<file path="config.mk">
export PLATFORM = sky130hd
export DESIGN_NAME = lut_coeff_loader
export DESIGN_NICKNAME = d
export VERILOG_FILES = /design/src/rtl/lut_coeff_loader.sv
export SDC_FILE = /design/constraint.sdc
export NUM_CORES = 1
export LEC_CHECK = 0
export BUFFER_PORTS_ARGS = -buffer_cell sky130_fd_sc_hd__buf_2
export CAP_MARGIN = 5
export CORE_ASPECT_RATIO = 0.6
export CORE_MARGIN = 10
export CORE_UTILIZATION = 35
export DETAILED_ROUTE_END_ITERATION = 12
export PLACE_DENSITY = 0.51
export SYNTH_ARGS = -nofsm -noshare
export SYNTH_HDL_FRONTEND = slang
export SYNTH_SLANG_ARGS = --single-unit
</file>
<file path="constraint.sdc">
create_clock -name clock -period 4.3 [get_ports clock]
set_input_delay 0.86 -clock clock [delete_from_list [all_inputs] [get_ports clock]]
set_output_delay 0.86 -clock clock [all_outputs]
set_load 0.01 [all_outputs]
</file>
<file path="src/rtl/lut_coeff_loader.sv">
`timescale 1ns/1ps
// lut_coeff_loader
//   Runtime loader for one interpolation coefficient table held in a
//   single-port block RAM. A start pulse opens a load: DEPTH words are
//   accepted over a valid/ready stream and written sequentially from
//   address 0, while a running write sum is kept. The whole table is then
//   read back, one read per cycle, and the returned words are summed. The
//   load finishes in DONE when both sums agree and in ERROR when they do not.
//   While a load is in flight the force-evaluation pipeline is held off.
//
// Ports
//   clock        sole clock
//   rst_n        asynchronous active-low reset
//   start        single-cycle load request, acted on only when not busy
//   in_data      coefficient word
//   in_valid     in_data is valid
//   in_ready     loader accepts a word this cycle (high throughout WRITE)
//   lut_address  to LUT address
//   lut_data     to LUT write data
//   lut_wren     to LUT write enable
//   lut_rden     to LUT read enable
//   lut_q        from LUT read data, valid READ_LAT cycles after a read
//   busy         a load is in the WRITE or VERIFY phase
//   pipe_hold    stall request to the force pipeline, same as busy
//   done         sticky, readback matched
//   error        sticky, readback mismatched
//   checksum     write-side sum modulo 2^DATA_WIDTH
module lut_coeff_loader #(
  parameter int DATA_WIDTH = 32,
  parameter int DEPTH      = 3584,
  parameter int ADDR_WIDTH = 12,
  parameter int READ_LAT   = 2
) (
  input  logic                  clock,
  input  logic                  rst_n,
  input  logic                  start,
  input  logic [DATA_WIDTH-1:0] in_data,
  input  logic                  in_valid,
  output logic                  in_ready,
  output logic [ADDR_WIDTH-1:0] lut_address,
  output logic [DATA_WIDTH-1:0] lut_data,
  output logic                  lut_wren,
  output logic                  lut_rden,
  input  logic [DATA_WIDTH-1:0] lut_q,
  output logic                  busy,
  output logic                  pipe_hold,
  output logic                  done,
  output logic                  error,
  output logic [DATA_WIDTH-1:0] checksum
);

  localparam logic [ADDR_WIDTH-1:0] LAST_ADDR = ADDR_WIDTH'(DEPTH - 1);

  typedef enum logic [2:0] {
    ST_IDLE,
    ST_WRITE,
    ST_VERIFY,
    ST_DONE,
    ST_ERROR
  } state_t;

  state_t                state_q, state_d;
  logic [ADDR_WIDTH-1:0] wr_addr_q, wr_addr_d;
  logic [ADDR_WIDTH-1:0] rd_addr_q, rd_addr_d;
  logic                  issued_all_q, issued_all_d;
  logic [ADDR_WIDTH-1:0] rcv_cnt_q, rcv_cnt_d;
  logic [DATA_WIDTH-1:0] wr_sum_q, wr_sum_d;
  logic [DATA_WIDTH-1:0] rd_sum_q, rd_sum_d;
  logic [READ_LAT-1:0]   tag_q, tag_d;
  logic [ADDR_WIDTH-1:0] addr_q, addr_d;
  logic [DATA_WIDTH-1:0] data_q, data_d;
  logic                  wren_q, wren_d;
  logic                  rden_q, rden_d;
  logic                  done_q, done_d;
  logic                  error_q, error_d;

  // Tag pipe input is the registered read enable, i.e. the read actually
  // presented to the RAM this cycle. The extra bit makes the shift legal
  // for READ_LAT = 1 as well.
  logic [READ_LAT:0]     tag_ext;
  logic [DATA_WIDTH-1:0] rd_sum_nxt;

  always_comb begin
    state_d      = state_q;
    wr_addr_d    = wr_addr_q;
    rd_addr_d    = rd_addr_q;
    issued_all_d = issued_all_q;
    rcv_cnt_d    = rcv_cnt_q;
    wr_sum_d     = wr_sum_q;
    rd_sum_d     = rd_sum_q;
    addr_d       = addr_q;
    data_d       = data_q;
    wren_d       = 1'b0;
    rden_d       = 1'b0;
    done_d       = done_q;
    error_d      = error_q;
    tag_ext      = {tag_q, rden_q};
    tag_d        = tag_ext[READ_LAT-1:0];
    rd_sum_nxt   = rd_sum_q + lut_q;

    case (state_q)
      ST_IDLE, ST_DONE, ST_ERROR: begin
        if (start) begin
          state_d      = ST_WRITE;
          wr_addr_d    = '0;
          rd_addr_d    = '0;
          issued_all_d = 1'b0;
          rcv_cnt_d    = '0;
          wr_sum_d     = '0;
          rd_sum_d     = '0;
          done_d       = 1'b0;
          error_d      = 1'b0;
          tag_d        = '0;
        end
      end

      ST_WRITE: begin
        if (in_valid && in_ready) begin
          addr_d   = wr_addr_q;
          data_d   = in_data;
          wren_d   = 1'b1;
          wr_sum_d = wr_sum_q + in_data;
          // The last word leaves wr_addr parked at LAST_ADDR.
          if (wr_addr_q == LAST_ADDR) begin
            state_d = ST_VERIFY;
          end else begin
            wr_addr_d = wr_addr_q + 1'b1;
          end
        end
      end

      ST_VERIFY: begin
        // The first VERIFY cycle still presents the final write, so the
        // first read registered here lands one cycle later with no overlap.
        if (!issued_all_q) begin
          rden_d = 1'b1;
          addr_d = rd_addr_q;
          if (rd_addr_q == LAST_ADDR) begin
            issued_all_d = 1'b1;
          end else begin
            rd_addr_d = rd_addr_q + 1'b1;
          end
        end
        if (tag_q[READ_LAT-1]) begin
          rd_sum_d = rd_sum_nxt;
          // The final return is folded in combinationally so the verdict
          // is registered in the same edge that samples it.
          if (rcv_cnt_q == LAST_ADDR) begin
            if (rd_sum_nxt == wr_sum_q) begin
              state_d = ST_DONE;
              done_d  = 1'b1;
            end else begin
              state_d = ST_ERROR;
              error_d = 1'b1;
            end
          end else begin
            rcv_cnt_d = rcv_cnt_q + 1'b1;
          end
        end
      end

      default: state_d = ST_IDLE;
    endcase
  end

  always_ff @(posedge clock or negedge rst_n) begin
    if (!rst_n) begin
      state_q      <= ST_IDLE;
      wr_addr_q    <= '0;
      rd_addr_q    <= '0;
      issued_all_q <= 1'b0;
      rcv_cnt_q    <= '0;
      wr_sum_q     <= '0;
      rd_sum_q     <= '0;
      tag_q        <= '0;
      addr_q       <= '0;
      data_q       <= '0;
      wren_q       <= 1'b0;
      rden_q       <= 1'b0;
      done_q       <= 1'b0;
      error_q      <= 1'b0;
    end else begin
      state_q      <= state_d;
      wr_addr_q    <= wr_addr_d;
      rd_addr_q    <= rd_addr_d;
      issued_all_q <= issued_all_d;
      rcv_cnt_q    <= rcv_cnt_d;
      wr_sum_q     <= wr_sum_d;
      rd_sum_q     <= rd_sum_d;
      tag_q        <= tag_d;
      addr_q       <= addr_d;
      data_q       <= data_d;
      wren_q       <= wren_d;
      rden_q       <= rden_d;
      done_q       <= done_d;
      error_q      <= error_d;
    end
  end

  assign in_ready    = (state_q == ST_WRITE);
  assign busy        = (state_q == ST_WRITE) || (state_q == ST_VERIFY);
  assign pipe_hold   = busy;
  assign lut_address = addr_q;
  assign lut_data    = data_q;
  assign lut_wren    = wren_q;
  assign lut_rden    = rden_q;
  assign done        = done_q;
  assign error       = error_q;
  assign checksum    = wr_sum_q;

endmodule

</file>
After elaboration in Yosys (flattened, before gate mapping)
Cells that the tools add are included.

word-level totals
  register bits = 154
  input port bits = 68
  output and inout bits = 83
  word-level logic and storage cells = 99

operators by class
  add/subtract/negate cells = 5
  equality and inequality tests = 19
  mux-type cells = 43
  reduce and logical (&&, ||, !) cells = 18

operators by type and width
  cell                   count
  $pmux 32 s2            2
  $mux 12                9
  $mux 32                3
  $pmux 12 s2            4
  $add 32x32->32         2
  $add 12x1->12 const B  3
  $eq 12x12->1 const B   3
  $eq 32x32->1           1
  $mux 3                 6
  $ne 2x2->1 const B     9
  $reduce_and 5->1       3
  $mux 1                 13
  $reduce_and 4->1       3
  $pmux 3 s3             1
  $reduce_and 3->1       3
  $eq 3x2->1 const B     2
  $pmux 1 s2             3
  $reduce_bool 2->1      3
  $mux 2                 2
  $ne 2x1->1 const B     2
  $reduce_and 2->1       2
  $eq 3x1->1 const B     1
  $eq 3x3->1 const B     1
  $logic_not 3->1        1
  3 further kinds        3

Logic depth before layout (Yosys ltp)
Gate-level depths: netlist of the first run.

  depth after elaboration = 6
  gate-level depth with buffers = 14
  depth with buffers taken out = 13

Worst setup path before layout of the first run
Ideal clock, no wire load.

  path kind = in2reg
  start point = input port lut_q[0]
  end point = register state_q[1]
  setup time = 0.096 ns
  data arrival time = 3.967 ns
  required time = 4.204 ns
  path slack = 0.237 ns
  stages = 14
  path buffers = 1
  cells stage by stage = ha_1 -> inv_1 -> fa_1 -> nand2b_1 -> a21oi_2 -> o21a_1 -> buf_6 -> a221oi_4 -> o21ai_1 -> nor2_1 -> or4_1 -> or4_1 -> or2_1 -> o32ai_2

between the ends
  word-level cells in the longest chain between the ends = 6

ends and longest elaborated chain
  what                  line  source
  start, declared       44    input logic [DATA_WIDTH-1:0] lut_q,
  $add 32x32->32        99    rd_sum_nxt = rd_sum_q + lut_q;
  $eq 32x32->1          149   if (rd_sum_nxt == wr_sum_q) begin
  $mux 3                149
  $mux 3                148   if (rcv_cnt_q == LAST_ADDR) begin
  $mux 3                144   if (tag_q[READ_LAT-1]) begin
  $pmux 3 s3            101   case (state_q)
  end signal, assigned  183   state_q <= state_d;
  end, declared         62    state_t state_q, state_d;

No other way between the ends. The select of a mux whose other input is x is not followed.
A chain may end at the register's enable or synchronous reset.

Worst setup path in the final report of the first run
  start point = input port lut_q[11]
  end point = register state_q[1]

Same word-level chain as after synthesis.

==> results of run 1 <==
cell type report:
class                           count  area (um2)
Clock buffer                       23         488
Fill cell                        3052       17000
Clock inverter                      8         156
Multi-Input combinational cell   1067        6720
Antenna cell                        1        2.50
Inverter                           27         101
Tap cell                          408         510
Sequential cell                   154        3850
Timing Repair Buffer              244        1480
logic make-up after synthesis:
kind of cell,after synthesis,share of synthesized area (%)
simple gates,522,22.2
compound gates,341,20.0
flops,154,35.3
xor+xnor,113,9.34
buf+inv,83,3.12
fa+ha+maj,67,7.82
mux,24,2.20
cells in the mapped netlist (3+ instances only):
| cell | n |
|---|---|
| and3_1 | 11 |
| o41ai_1 | 4 |
| clkbuf_1 | 34 |
| a31oi_1 | 8 |
| nand2_1 | 241 |
| nor2_1 | 100 |
| a21boi_0 | 3 |
| o32a_1 | 4 |
| nand4_1 | 29 |
| o21a_1 | 13 |
| o21ai_1 | 16 |
| or2_2 | 5 |
| o21ai_0 | 106 |
| inv_1 | 26 |
| nor2b_1 | 12 |
| or3_1 | 10 |
| a221oi_1 | 4 |
| a2111oi_0 | 4 |
| nor4_1 | 8 |
| xnor2_1 | 53 |
| a21o_1 | 16 |
| buf_1 | 6 |
| a211oi_1 | 11 |
| o221ai_1 | 3 |
| xor2_1 | 58 |
| mux2i_1 | 24 |
| nand3_1 | 30 |
| o2111ai_1 | 5 |
| or4_1 | 5 |
| nand2b_1 | 19 |
| nand3b_1 | 6 |
| nor3b_1 | 3 |
| o31ai_1 | 4 |
| o211ai_1 | 12 |
| and2_1 | 5 |
| and4_1 | 7 |
| o21bai_1 | 7 |
| nor3_1 | 20 |
| dfrtp_1 | 154 |
| a22o_1 | 14 |
| buf_2 | 14 |
| a21oi_1 | 76 |
| a22oi_1 | 6 |
| ha_1 | 65 |
repair_timing:
item | in CTS | in global routing
setup endpoints to repair | 0 | 1
resized for setup | 0 | 1
endpoints found under the hold margin | 0 | 0
worst reg2reg max path, stage by stage, from the launching register on:
cell       delay, ns
dfrtp_1         0.38
ha_1            0.42
nand2_1         0.16
o21ai_1         0.27
mux2i_1         0.21
a2111oi_1       0.55
nand4_1         0.16
nor4_1          0.34
o2111ai_1       0.19
or4_1           0.60
or2_1           0.28
o32ai_2         0.21
worst paths after layout:
| path | startpoint | endpoint | slack, ns | cells after the start |
|---|---|---|---|---|
| max | lut_q[11] | state_q[1] | 0.27 | 12 |
| min | rst_n | rd_sum_q[21] | 0.36 | 1 |
| max reg2reg | rd_sum_q[11] | state_q[1] | 0.42 | 11 |
| min reg2reg | lut_data[2] | lut_data[2] | 0.47 | 2 |
| max in group asynchronous | rst_n | lut_data[10] | 3.02 | 2 |
| min in group clock | lut_data[2] | lut_data[2] | 0.47 | 2 |
per-stage QoR:
stage / TNS [ns] / worst slack [ns] / std cells / hold WS, ns
global placement: -1.00 / -0.277 / 1900 / 0.452
finish: 0 / 0.274 / 1932 / 0.359
CTS: 0 / 0.199 / 1931 / 0.359
global route: 0 / 0.115 / 1931 / 0.384
floorplan: 0 / 0.237 / 1304 / 0.439
detailed placement: -0.875 / -0.277 / 1900 / 0.457
flip-flops by register name, indices dropped and copies added (netlist names):
| signal | count |
|---|---|
| lut_address | 12 |
| lut_data | 32 |
| lut_wren | 1 |
| lut_rden | 1 |
| done | 1 |
| rd_addr_q | 12 |
| state_q | 3 |
| tag_q | 2 |
| rd_sum_q | 32 |
| wr_addr_q | 12 |
| checksum | 32 |
| error | 1 |
| issued_all_q | 1 |
| rcv_cnt_q | 12 |
power breakdown:
| group | internal (W) | total, W | leakage, nW | switching, W |
|---|---|---|---|---|
| registers | 0.00187 | 0.00235 | 2.06 | 0.000472 |
| logic | 0.00219 | 0.00545 | 3.96 | 0.00327 |
| clock network | 0.00104 | 0.00170 | 0.312 | 0.000656 |
| total | 0.00510 | 0.00950 | 6.34 | 0.00439 |
per-layer routing:
layer	part of all wire, %	GRT usage [%]	vias to the layer above
met3	8.5	6.41	36
met1	53	31.0	4887
met2	38	25.5	345
li1	-	-	5068
met5	0	0	-
met4	1.1	4.34	0
==> impl_metrics.py, run 1 <==
metrics = {
    "clock_network": {
        "clk_transition_reported_paths_ns": 0.07,
        "clk_latency_ns": 0.46,
        "cts_root_buf": "clkbuf_16",
        "cts_max_level": 4,
        "cts_buffers": 17,
        "cts_tree": "built",
        "holdBufCountCts": 0,
        "cts_num_sinks": 154,
        "post_cts_buffers": 0,
        "clockBufferDepth": 2,
    },
    "setup_path": {
        "crit_slowest_cell": "or4_1",
        "critPathKind": "input pin to register",
        "slowest_delay_ns": 0.60,
        "crit_buf_inv": 1,
        "cp-start-kind": "input pin",
        "cp_top_family": "simple AND/OR/NAND/NOR gates",
        "endpoint_kind": "register",
        "crit_chain": "buf_2 > ha_1 > nand2_1 > o21ai_1 > mux2i_1 > a2111oi_1 > nand4_1 > nor4_1 > o2111ai_1 > or4_1 > or2_1 > o32ai_2",
        "cp_max_fo": 7,
        "cp_data_arrival_time_ns": 4.37,
        "worstPathRequired_ns": 4.65,
    },
    "layout": {
        "finalInstanceArea_um2": 13300,
        "final_net_count": 1646,
        "final_cell_mix": "nand2_1 (240), dfrtp_1 (154), buf_2 (149)",
        "mostFrequentLayoutCell": "nand2_1",
        "fin_util_pct": 43.9,
        "area_delta_synth_final_pct": 22.1,
        "layout-drive-gt1-share_pct": 19.6,
    },
    "timing": {
        "finalMaxSlewViolations": 0,
        "hold_viol_final": 0,
        "finalSetupViolations": 0,
        "slew_headroom_pct": 22.3,
        "grt_setup_unrepaired": "no",
        "tightest_slew_ns": 1.16,
        "fin_crit_ns": 4.03,
        "fmax_mhz": 248,
        "final.period_utilization_pct": 93.6,
        "fin_skew_ns": 0.0179,
    },
    "drt": {
        "wl_um": 38600,
        "ant_nets": 0,
        "drt_iter0_drc": 1028,
        "dr.pass1.iters": 5,
        "vias_per_cell": 5.35,
        "drt_drc_violations_left": 0,
        "num_vias": 10336,
        "wl_per_cell_um": 20.0,
    },
    "yosys": {
        "netlist_top_cells_area": "dfrtp_1 (35%), nand2_1 (8.3%), ha_1 (7.5%), o21ai_0 (4.9%), xor2_1 (4.7%)",
        "syn-num-nets": 1439,
        "synth_enable_flop_cells": 0,
        "syn_area_per_cell_um2": 8.36,
        "synth_seq_area_share_pct": 35.3,
        "ys_seq_elements": 154,
        "yosysTopAreaCellShare_pct": 35.3,
        "ys_warn_count": 0,
        "synth_top_area_cell": "dfrtp_1",
        "synth_flop_cell": "dfrtp_1",
        "ys_types": 77,
        "async_flop_share_pct": 100,
        "synthCells": 1304,
        "syn-cell-area_um2": 10900,
    },
    "global_route": {
        "overflow": 0,
        "grt_max_degree": 67,
        "grt_pass1_wl_um": 60100,
        "antenna_found_initial": 1,
        "grt_pass1_vias": 10032,
        "grtUsageTotal_pct": 20.0,
    },
    "flow_run": {
        "timing.max_cap.violations": 0,
    },
    "power": {
        "p_per_area_nw_per_um2": 713,
        "fin_total_pwr_w": 0.00950,
        "p_leak_nw": 6.34,
        "vdd_drop_max_mv": 0.358,
    },
    "die": {
        "pin_count": 151,
        "num_rows": 49,
        "design.core.area_um2": 30300,
        "start_util_pct": 35.9,
        "dieArea_um2": 38900,
        "die_w_um": 248,
        "dieHeight_um": 157,
    },
    "placed_design": {
        "dpl.hpwl_um": 30500,
        "place_congestion": 1.02,
        "io_buffers": 150,
        "dpl_cell_area_um2": 12700,
    },
    "run_status": {
        "status": "finished, final reports clean",
    },
    "hold_path": {
        "hp-class": "input pin to async pin",
    },
}
(Power assumes the default switching activity.)
==> inputs of run 2 (changes only) <==
--- a/config.mk
+++ b/config.mk
@@ -5,6 +5,7 @@
 export SDC_FILE = /design/constraint.sdc
 export NUM_CORES = 1
 export LEC_CHECK = 0
+export ABC_AREA = 1
 export BUFFER_PORTS_ARGS = -buffer_cell sky130_fd_sc_hd__buf_2
 export CAP_MARGIN = 5
 export CORE_ASPECT_RATIO = 0.6
==> impl_metrics.py, run 2 <==
metrics = {
    "timing": {
        "setup_ws_ns": 1.19,
        "fin_crit_ns": 3.11,
        "tightest_slew_ns": 0.912,
        "finalMaxSlewViolations": 0,
        "slew_headroom_pct": 39.2,
        "fmax_mhz": 321,
        "final.period_utilization_pct": 72.4,
        "fin_skew_ns": 0.0140,
        "setup_tns_ns": 0,
        "hold_viol_final": 0,
        "finalSetupViolations": 0,
        "grt_setup_unrepaired": "no",
    },
    "yosys": {
        "ys_warn_count": 0,
        "netlist_top_cells_area": "dfrtp_1 (35%), nand2_1 (19%), inv_1 (8.2%), ha_1 (7.3%), nand3_1 (4.3%)",
        "synthCells": 1625,
        "synthTopCellsByCount": "nand2_1 (555), inv_1 (242), dfrtp_1 (154), nor2_1 (117), nand3_1 (96)",
        "synth_enable_flop_cells": 0,
        "synth_flop_cell": "dfrtp_1",
        "ys_seq_elements": 154,
        "ys_types": 57,
        "yosysMostFrequentCell": "nand2_1",
        "syn_area_per_cell_um2": 6.86,
        "syn-cell-area_um2": 11100,
        "synth_top_area_cell": "dfrtp_1",
        "yosysTopAreaCellShare_pct": 34.6,
        "async_flop_share_pct": 100,
        "syn-num-nets": 1760,
        "synth_seq_area_share_pct": 34.6,
    },
    "power": {
        "pwr-share-comb_pct": 54.4,
        "p_leak_nw": 6.98,
        "switching_share_pct": 49.6,
        "intPower_w": 0.00430,
        "p_switching_w": 0.00422,
        "power_frac_seq_pct": 27.9,
        "p_clk_share_pct": 17.7,
        "vdd_drop_max_mv": 0.307,
        "p_per_area_nw_per_um2": 657,
    },
    "drt": {
        "drt_drc_violations_left": 0,
        "num_vias": 10896,
        "dr.pass1.iters": 5,
        "wl_per_cell_um": 17.9,
        "wl_um": 39600,
        "ant_nets": 0,
        "drt_iter0_drc": 1060,
        "vias_per_cell": 4.93,
    },
    "global_route": {
        "grt_pass1_vias": 9950,
        "grt_max_degree": 86,
        "grt_pass1_wl_um": 60600,
        "grtUsageTotal_pct": 19.8,
        "overflow": 0,
        "antenna_found_initial": 3,
    },
    "setup_path": {
        "critPathKind": "input pin to register",
        "cp-start-kind": "input pin",
        "r2r_start": "rd_sum_q[23]",
        "worstPathRequired_ns": 4.64,
        "rrSetupSlack_ns": 1.25,
        "cp_data_arrival_time_ns": 3.46,
        "crit_start": "lut_q[23]",
        "cp_max_fo": 6,
        "endpoint_kind": "register",
    },
    "layout": {
        "area_delta_synth_final_pct": 16.3,
        "final_net_count": 1914,
        "n_fill_cell": 3329,
        "layout-drive-gt1-share_pct": 14.9,
        "final_cell_mix": "nand2_1 (554), inv_1 (242), dfrtp_1 (154)",
        "mostFrequentLayoutCell": "nand2_1",
        "finalInstanceArea_um2": 13000,
    },
    "clock_network": {
        "cts_root_buf": "clkbuf_16",
        "cts.repair.resized": 0,
        "clk_transition_reported_paths_ns": 0.07,
        "post_cts_buffers": 0,
        "cts_buffers": 17,
        "cts_num_sinks": 154,
        "cts_max_level": 4,
        "clockBufferDepth": 2,
        "cts_tree": "built",
        "holdBufCountCts": 0,
        "clk_latency_ns": 0.45,
    },
    "flow_run": {
        "timing.max_cap.violations": 0,
    },
    "die": {
        "pin_count": 151,
        "start_util_pct": 35.6,
        "num_rows": 50,
        "die_w_um": 250,
        "dieArea_um2": 39600,
        "dieHeight_um": 158,
        "design.core.area_um2": 31300,
    },
    "placed_design": {
        "io_buffers": 150,
        "dpl_cell_area_um2": 12400,
        "place_congestion": 0.962,
        "dpl.hpwl_um": 31700,
        "dpl_worst_slack_ns": 0.790,
    },
    "hold_path": {
        "hp-class": "register to register",
        "hp-start": "issued_all_q",
    },
    "run_status": {
        "status": "finished, final reports clean",
    },
}
==> run 2: cell types whose count changed in the layout (fill, tap and decap cells not counted), sizes merged, moves of 43 or more <==
cell / delta
buf: -82
nand2: +344
nand3: +69
xor2: -47
inv: +220
xnor2: -43
==> run 2: worst paths after layout <==
kind,depth (start not counted),end
max,19,done
min,1,lut_rden
max in group asynchronous,2,lut_data[12]
min reg2reg,1,lut_rden
max reg2reg,18,done
min in group asynchronous,1,rd_sum_q[4]
==> run 2: cell type report <==
class                      count  area, um2  area share, %
antenna                        2       5.00         0.0386
sequential                   154       3850           29.7
timing repair buffer         162        847           6.53
tap                          416        520           4.02
inverter                     248        931           7.18
multi-input combinational   1196       6240           48.2
clock inverter                 9       88.8          0.685
clock buffer                  22        474           3.66
==> run 2: power by group through the flow <==
| stage | logic [W] | registers, W | clock network, W |
|---|---|---|---|
| floorplan | 0.00296 | 0.00237 | 0 |
| global placement | 0.00456 | 0.00238 | 0 |
| detailed placement | 0.00460 | 0.00237 | 0 |
| CTS | 0.00461 | 0.00236 | 0.00153 |
| global route | 0.00521 | 0.00243 | 0.00159 |
| finish | 0.00463 | 0.00238 | 0.00151 |
==> run 2: cell families after synthesis <==
group | share of synthesized area, %
buffers and inverters | 9.48
flip-flops | 34.6
AO/OA/AOI/OAI | 13.1
adder cells (fa/ha/maj) | 7.66
AND/OR/NAND/NOR | 32.9
XOR/XNOR | 2.26
==> run 2: critical path, cell delays in order <==
cell and delay (ns):
buf_2 0.10, ha_1 0.47, nand2_2 0.11, nor2_1 0.28, inv_1 0.11, nor3_2 0.18, nand2_1 0.11, nand2_1 0.10
nand2_1 0.07, nand3_1 0.07, nand2_1 0.07, nor2_1 0.13, nand2_1 0.15, nor2_2 0.16, nand3_2 0.14, nand2_2 0.13
nand3_1 0.09, nand2_1 0.07, nand2_1 0.05
==> run 2: stage by stage <==
| step | hold slack, ns | instances | total power, W | util [%] |
|---|---|---|---|---|
| 5_1_grt | 0.491 | 2208 | 0.00924 | 41.4 |
| 2_1_floorplan | 0.426 | 1625 | 0.00533 | - |
| 3_5_place_dp | 0.452 | 2176 | 0.00697 | 39.6 |
| 3_3_place_gp | 0.457 | 2176 | 0.00695 | 39.6 |
| 6_report | 0.472 | 2209 | 0.00852 | 41.4 |
| 4_1_cts | 0.465 | 2207 | 0.00851 | 41.4 |
==> run 2: per-layer routing <==
| layer | vias to the layer above | routed length (um) | global-route usage, % |
|---|---|---|---|
| li1 | 5532 | - | - |
| met1 | 4994 | 22600 | 33.2 |
| met2 | 353 | 13600 | 23.6 |
| met3 | 17 | 3080 | 4.64 |
| met4 | 0 | 312 | 3.63 |
| met5 | - | 0 | 0 |
